**config.mk**
```make
export PLATFORM = sky130hd
export DESIGN_NAME = up_counter_ctrl
export DESIGN_NICKNAME = d
export VERILOG_FILES = /design/src/rtl/up_counter_ctrl.sv
export SDC_FILE = /design/constraint.sdc
export NUM_CORES = 1
export LEC_CHECK = 0
export ABC_AREA = 1
export BUFFER_PORTS_ARGS = -buffer_cell sky130_fd_sc_hd__clkbuf_2
export CAP_MARGIN = 10
export CORE_MARGIN = 1.5
export CORE_UTILIZATION = 45
export DETAILED_ROUTE_END_ITERATION = 16
export GPL_TIMING_DRIVEN = 1
export PLACE_DENSITY = 0.7
export SLEW_MARGIN = 10
export SYNTH_ARGS = -nofsm -noshare
export SYNTH_HDL_FRONTEND = slang
export SYNTH_SLANG_ARGS = --single-unit
```
**constraint.sdc**
```tcl
create_clock -name Clock -period 4.35 [get_ports Clock]
set_clock_uncertainty 0.2 [all_clocks]
set_input_delay 0.2175 -clock Clock [delete_from_list [all_inputs] [get_ports Clock]]
set_output_delay 0.2175 -clock Clock [all_outputs]
set_load 0.005 [all_outputs]
```
**src/rtl/up_counter_ctrl.sv**
```systemverilog
// Sequencing controller for the 8-bit up counter: turns a start command into
// load/enable strobes, with prescaling, pause, one-shot or auto-reload.
module up_counter_ctrl (
  input  logic       Clock,
  input  logic       Reset,
  input  logic       Start,
  input  logic       Stop,
  input  logic       Pause,
  input  logic       Mode,
  input  logic [7:0] StartVal,
  input  logic [7:0] EndVal,
  input  logic [7:0] Prescale,
  input  logic [7:0] Count,
  output logic       Load,
  output logic [7:0] LoadVal,
  output logic       Enable,
  output logic       Busy,
  output logic       Done,
  output logic       Wrap,
  output logic [7:0] WrapCnt,
  output logic       Err
);

  typedef enum logic [1:0] {IDLE, LOAD, RUN, DONE} state_t;

  state_t     state, state_nxt;
  logic       mode_q;
  logic [7:0] start_q, end_q, pre_q;
  logic [7:0] pcnt;
  logic [7:0] wrap_cnt;
  logic       err_q;

  logic idle_like, start_ok, start_bad, tick, at_end;

  assign idle_like = (state == IDLE) || (state == DONE);
  assign start_ok  = idle_like && Start && !Stop && (StartVal <= EndVal);
  assign start_bad = idle_like && Start && !Stop && (EndVal < StartVal);
  assign tick      = (state == RUN) && (pcnt == 8'd0) && !Pause;
  assign at_end    = (Count == end_q);

  // NOTE: every output and next-state term gets a default first, so no path
  // through the case leaves a signal unassigned and no latch is inferred.
  always_comb begin
    state_nxt = state;
    Load      = 1'b0;
    Enable    = 1'b0;
    Wrap      = 1'b0;
    if (Stop) begin
      state_nxt = IDLE;
    end else begin
      case (state)
        IDLE, DONE: if (start_ok) state_nxt = LOAD;
        LOAD: begin
          Load      = 1'b1;
          state_nxt = RUN;
        end
        RUN: begin
          if (tick) begin
            if (!at_end) begin
              Enable = 1'b1;
            end else if (mode_q) begin
              Load = 1'b1;
              Wrap = 1'b1;
            end else begin
              state_nxt = DONE;
            end
          end
        end
        default: state_nxt = IDLE;
      endcase
    end
  end

  // NOTE: sequential state uses non-blocking assignments so every register
  // samples the pre-edge values regardless of statement order.
  always_ff @(posedge Clock or posedge Reset) begin
    if (Reset) state <= IDLE;
    else       state <= state_nxt;
  end

  always_ff @(posedge Clock or posedge Reset) begin
    if (Reset) begin
      mode_q   <= 1'b0;
      start_q  <= 8'd0;
      end_q    <= 8'd0;
      pre_q    <= 8'd0;
      pcnt     <= 8'd0;
      wrap_cnt <= 8'd0;
      err_q    <= 1'b0;
    end else begin
      err_q <= start_bad;
      if (start_ok) begin
        mode_q   <= Mode;
        start_q  <= StartVal;
        end_q    <= EndVal;
        pre_q    <= Prescale;
        wrap_cnt <= 8'd0;
      end
      if (Wrap && (wrap_cnt != 8'hFF)) wrap_cnt <= wrap_cnt + 8'd1;
      // Stop freezes the prescaler along with the captured command.
      if (!Stop) begin
        if (state == LOAD) begin
          pcnt <= 8'd0;
        end else if ((state == RUN) && !Pause) begin
          pcnt <= (pcnt == 8'd0) ? pre_q : pcnt - 8'd1;
        end
      end
    end
  end

  assign LoadVal = start_q;
  assign Busy    = (state == LOAD) || (state == RUN);
  assign Done    = (state == DONE);
  assign WrapCnt = wrap_cnt;
  assign Err     = err_q;

endmodule
```
==> flow_summary.ini, run 1 <==
[run_status]
status = complete, no violations

[route]
dr.first_iter.drc_count = 67
wirelength_um = 5510
dr.pass1.iters = 4
vias = 2295
detail-route-antenna-nets = 0
routedWlPerCell_um = 11.6
routed_via_density = 4.84
drcViolationCount = 0

[setup_path]
worstPathArrival_ps = 2880
crit_path_end_kind = flop
worst-path-max-fanout = 37
crit_required_ps = 4330
crit_type = reg -> reg
critPathLaunchType = flop
reg2reg_from = state[0]
startpoint = state[0]

[logic_synthesis]
netlist_instances = 323
synth.ff_latch_count = 44
synth-main-ff-cell = dfrtp_1
synth.cell_area_mm2 = 0.00254
synthAdderAreaFrac_pct = 7.37
ys_top_cells_by_area = dfrtp_1 (43%), nand2_1 (12%), ha_1 (7.4%)
synthMuxAreaShare_pct = 0
synth_top_area_share_pct = 43.3
ys_warn_count = 0
synth-compound-area-share_pct = 9.69
synth_xor_area_share_pct = 3.79
synth_top_family_by_area = simple AND/OR/NAND/NOR gates
synth.avg_cell_area_um2 = 7.88
yosysSeqAreaShare_pct = 43.3
synth_edf_count = 0
async_flop_share_pct = 100
synth_nets = 376
yosysTopAreaCell = dfrtp_1
synth-simple-area-share_pct = 27.8
ys_types = 27

[global_routing]
grt_pass1_vias = 2207
antenna_found_initial = 0
grt_overflow_total = 0
grt_usage_pct = 18.7
grt_first_pass_wirelength_um = 9270
grt_max_degree = 45

[cells_and_area]
fin_nets = 454
mostFrequentLayoutCell = nand2_1
n_fill_cell = 524
drive_above_1_share_pct = 20.9
antenna_cells = 0
layout-area-overhead-vs-synth_pct = 25.0
layout_common_cells = nand2_1 (83), clkbuf_2 (59), dfrtp_1 (44)

[floorplanning]
rows = 27
die_area_mm2 = 0.00612
design.core.area_mm2 = 0.00547
initial_core_util_pct = 46.5
fp.dieH_um = 78.2
fp.dieW_um = 78.2
io_pins = 60

[cts]
cts_resized = 0
clk_pin_slew_ps = 80
cts_htree_levels = 2
cts_root_buffer = clkbuf_8
cts_tree = done
clock_path_buffers = 2
clk_latency_ps = 290
cts.sinks = 44
cts_buffers = 5

[placed_design]
port_buffers = 59
hpwl_um = 4080
place.gp.congestion = 0.892

[run]
drv_cap = 0

[timing]
fmax_ghz = 0.344
tns_ps = 0
fin_crit_ps = 2900
worst_pin_slew_ps = 813
fin_hold_ws_ps = 9.68
hold_viol = 0
timing.slew.headroom_pct = 45.6
drv_slew = 0
setup_violations = 0
rsz0062_at_grt = no
period_share_pct = 66.7

[pwr]
power.density_mw_per_mm2 = 481
peakVddDrop_v = 0.000230
leakagePower_nw = 1.76

[worst_hold_path]
min_from = StartVal[1]
hold_path_class = in -> reg
==> flip-flops by register name, indices dropped and copies added, names as in the netlist <==
| name | count |
|---|---|
| LoadVal | 8 |
| Err | 1 |
| mode_q | 1 |
| state | 2 |
| pre_q | 8 |
| WrapCnt | 8 |
| end_q | 8 |
| pcnt | 8 |
==> cell families (layout without fill, tap and decap cells) <==
logic type	count (synthesis)	count (layout)
AND/OR/NAND/NOR	156	156
buffers and inverters	52	131
AO/OA/AOI/OAI	45	45
flip-flops	44	44
adder cells (fa/ha/maj)	15	15
XOR/XNOR	11	11
==> critical path, stage by stage (launching register included) <==
cell     delay, ps
dfrtp_1        440
inv_1           60
ha_1           310
nand2_1         60
nor2_1         610
nand2_1        430
buf_4          370
nand2_1        120
nand2_1         70
nand2_1         70
nand2_1         50
==> synthesized netlist by cell type, drive strengths merged (2+ instances only) <==
cell / number
a21oi: 15
buf: 6
clkbuf: 3
dfrtp: 44
ha: 15
inv: 42
nand2: 86
nand3: 31
nand3b: 7
nand4: 3
nor2: 27
o211ai: 3
o21a: 2
o21ai: 23
o21bai: 2
xnor2: 4
xor2: 7
==> power by group <==
group | total (mW) | internal (mW) | switching (mW)
logic | 0.607 | 0.245 | 0.362
clock network | 0.261 | 0.130 | 0.132
registers | 0.663 | 0.567 | 0.0954
total | 1.53 | 0.942 | 0.589
==> path summary, 6_finish.rpt <==
check,endpoint,slack [ps],cells past startpoint
worst max-delay path,state[1],1450,10
worst min register to register,pre_q[3],280,2
max in group asynchronous,end_q[3],3170,4
min in group asynchronous,WrapCnt[1],390,4
worst min-delay path,LoadVal[1],10,3
worst max register to register,state[1],1450,10
==> routing by layer <==
| metal | GRT usage [%] | up-vias | wire, um |
|---|---|---|---|
| li1 | - | 1185 | - |
| met1 | 24.3 | 1047 | 2540 |
| met2 | 31.7 | 57 | 2650 |
| met3 | 3.84 | 6 | 262 |
| met4 | 4.82 | 0 | 60 |
| met5 | 0 | - | 0 |
==> area by class of cell <==
| cell class | instances | area (um^2) | area share [%] |
|---|---|---|---|
| sequential | 44 | 1100 | 34.6 |
| clock buffer | 8 | 90.1 | 2.83 |
| inverter | 43 | 161 | 5.07 |
| multi-input combinational | 227 | 1240 | 38.9 |
| tap | 72 | 90.1 | 2.83 |
| timing repair buffer | 80 | 500 | 15.7 |
==> per-stage QoR <==
stage | power (mW) | util (%) | worst slack (ps) | cells | cell area, um^2
4_1_cts | 1.55 | 58.1 | 1440 | 474 | 3180
3_3_place_gp | 1.25 | 53.0 | 1620 | 447 | 2900
6_report | 1.53 | 58.1 | 1450 | 474 | 3180
2_1_floorplan | 1.09 | - | 2610 | 323 | 2540
3_5_place_dp | 1.27 | 53.0 | 1470 | 447 | 2900
5_1_grt | 1.68 | 58.1 | 1200 | 474 | 3180
==> what timing repair did <==
item / 4_1_cts / 5_1_grt
hold endpoints to repair: 62 / 0
hold buffers: 19 / 0
setup buffers: 0 / 0
(Power assumes the default switching activity.)
==> run 2, diff against run 1 <==
ABC_AREA = 0   (was 1)
clock period = 2.9 ns   (was 4.35 ns; I/O delays follow)
==> run 2 against run 1 <==
Core utilization is 1.6 points higher. Clock power increased by 56%. Register-to-register slack got worse by 850 ps. Worst setup slack worse by 1100 ps. Global-route usage grew 1.5 points. Combinational power rose by 89%. Critical path depth is the same. Critical path type is now in -> reg. Highest routed layer unchanged.
==> flow_summary.ini, run 2 <==
[logic_synthesis]
synth.cell_area_mm2 = 0.00255
synth.ff_latch_count = 44
ys_top_cells_by_area = dfrtp_1 (43%), ha_1 (7.4%), mux2_4 (5.9%)
async_flop_share_pct = 100
synth_top_area_share_pct = 43.2
yosysTopAreaCell = dfrtp_1
synth_common_cells = dfrtp_1 (44), o21ai_1 (24), inv_1 (16)
post-synth-top-count-cell = dfrtp_1
ys_types = 42
yosysSeqAreaShare_pct = 43.2
synth-main-ff-cell = dfrtp_1
ys_warn_count = 0
netlist_instances = 252
synth.avg_cell_area_um2 = 10.1
synth_edf_count = 0
synth_nets = 305

[pwr]
leakagePower_nw = 1.60
peakVddDrop_v = 0.000368
power.density_mw_per_mm2 = 797

[placed_design]
hpwl_um = 4120
dpl_cell_area_mm2 = 0.00291
place.gp.congestion = 0.823
port_buffers = 59

[floorplanning]
die_area_mm2 = 0.00612
design.core.area_mm2 = 0.00547
fp.dieW_um = 78.2
io_pins = 60
rows = 27
initial_core_util_pct = 46.5
fp.dieH_um = 78.2

[route]
vias = 2132
wirelength_um = 5810
dr.pass1.iters = 4
drcViolationCount = 0
routedWlPerCell_um = 14.1
routed_via_density = 5.16
dr.first_iter.drc_count = 68
detail-route-antenna-nets = 0

[global_routing]
antenna_found_initial = 0
grt_pass1_vias = 2078
grt_max_degree = 29
grt_overflow_total = 0
grt_first_pass_wirelength_um = 9600
grt_usage_pct = 20.1

[cells_and_area]
n_fill_cell = 481
drive_above_1_share_pct = 25.5
antenna_cells = 0
layout_common_cells = clkbuf_2 (59), dfrtp_1 (44), dlygate4sd3_1 (27)
fin_nets = 393
layout-area-overhead-vs-synth_pct = 28.5
fin_area_mm2 = 0.00327
mostFrequentLayoutCell = clkbuf_2

[cts]
cts.sinks = 44
clk_latency_ps = 290
clock_path_buffers = 2
ctsHoldBuffers = 27
post-cts-setup-buffers = 0
clk_pin_slew_ps = 90
cts_resized = 0
cts_htree_levels = 2
cts_buffers = 5
cts_tree = done
cts_root_buffer = clkbuf_8

[setup_path]
worst-path-max-fanout = 17
ff2ff_path_depth = 7
worstPathArrival_ps = 2510
regToRegEndpoint = pre_q[1]
crit_type = in -> reg
startpoint = StartVal[1]
reg2reg_slack_ps = 600
reg2reg_from = state[0]
critPathLaunchType = input pin
endpoint = pre_q[1]
crit_path_end_kind = flop
crit_required_ps = 2880

[run]
drv_cap = 0

[timing]
drv_slew = 0
rsz0062_at_grt = no
fmax_ghz = 0.394
tns_ps = 0
worst_pin_slew_ps = 1060
hold_viol = 0
setup_violations = 0
timing.slew.headroom_pct = 29.4
fin_crit_ps = 2540
period_share_pct = 87.4

[run_status]
status = complete, no violations

[worst_hold_path]
hold_path_class = in -> reg
==> run 2: final cells by class <==
cell class                      count  area, um^2  area share, %
Clock buffer                        7        86.3           2.64
Timing Repair Buffer               90         596           18.2
Clock inverter                      1        7.51          0.229
Sequential cell                    44        1100           33.7
Tap cell                           72        90.1           2.75
Inverter                           16        60.1           1.84
Multi-Input combinational cell    183        1330           40.7
==> run 2: metal layers <==
metal	wire, um	global-route usage (%)	up-vias
met5	0	0	-
met4	82	6.07	0
met3	213	3.95	7
met2	2860	34.4	47
met1	2650	25.7	1016
li1	-	-	1062
==> run 2: cells by family (layout without fill, tap and decap cells) <==
kind of cell	Yosys count	count (layout)	share of synthesized area, %
simple gates	82	82	18.8
fa+ha+maj	15	15	7.37
compound gates	60	60	13.9
mux	18	18	9.43
buf+inv	25	114	4.47
xor+xnor	8	8	2.75
flops	44	44	43.2
==> run 2: worst min path at each step <==
stage | end | slack (ps) | from | depth (start not counted)
after floorplan | LoadVal[0] | 80 | StartVal[0] | 1
after global placement | mode_q | 170 | Mode | 2
after detailed placement | pre_q[7] | 170 | Prescale[7] | 2
after CTS | Err | 40 | Start | 4
after global routing | Err | 70 | Start | 4
final | Err | 30 | Start | 4
==> run 2: critical path, cell delays in order <==
cell           delay (ps)
dlygate4sd3_1         530
clkbuf_2              100
inv_1                  40
ha_1                  290
nor2b_1               190
o211ai_1              120
a31oi_1               290
o31a_1                170
buf_4                 290
mux2_1                350
==> run 2: stage by stage <==
stage | worst slack [ps] | utilization (%) | power [mW] | hold slack [ps] | cells
after floorplan | 858 | - | 1.89 | 79.7 | 252
after global placement | 695 | 53.1 | 2.13 | 167 | 378
after detailed placement | 621 | 53.1 | 2.17 | 169 | 378
after CTS | 385 | 59.8 | 2.62 | 36.4 | 413
after global routing | 110 | 59.8 | 2.82 | 68.2 | 413
final | 365 | 59.8 | 2.61 | 32.9 | 413
==> run 2: report_power, final <==
| part | switching [mW] | internal, mW | leakage, nW |
|---|---|---|---|
| registers | 0.199 | 0.853 | 0.560 |
| logic | 0.575 | 0.572 | 0.995 |
| clock network | 0.214 | 0.194 | 0.0445 |
| total | 0.989 | 1.62 | 1.60 |
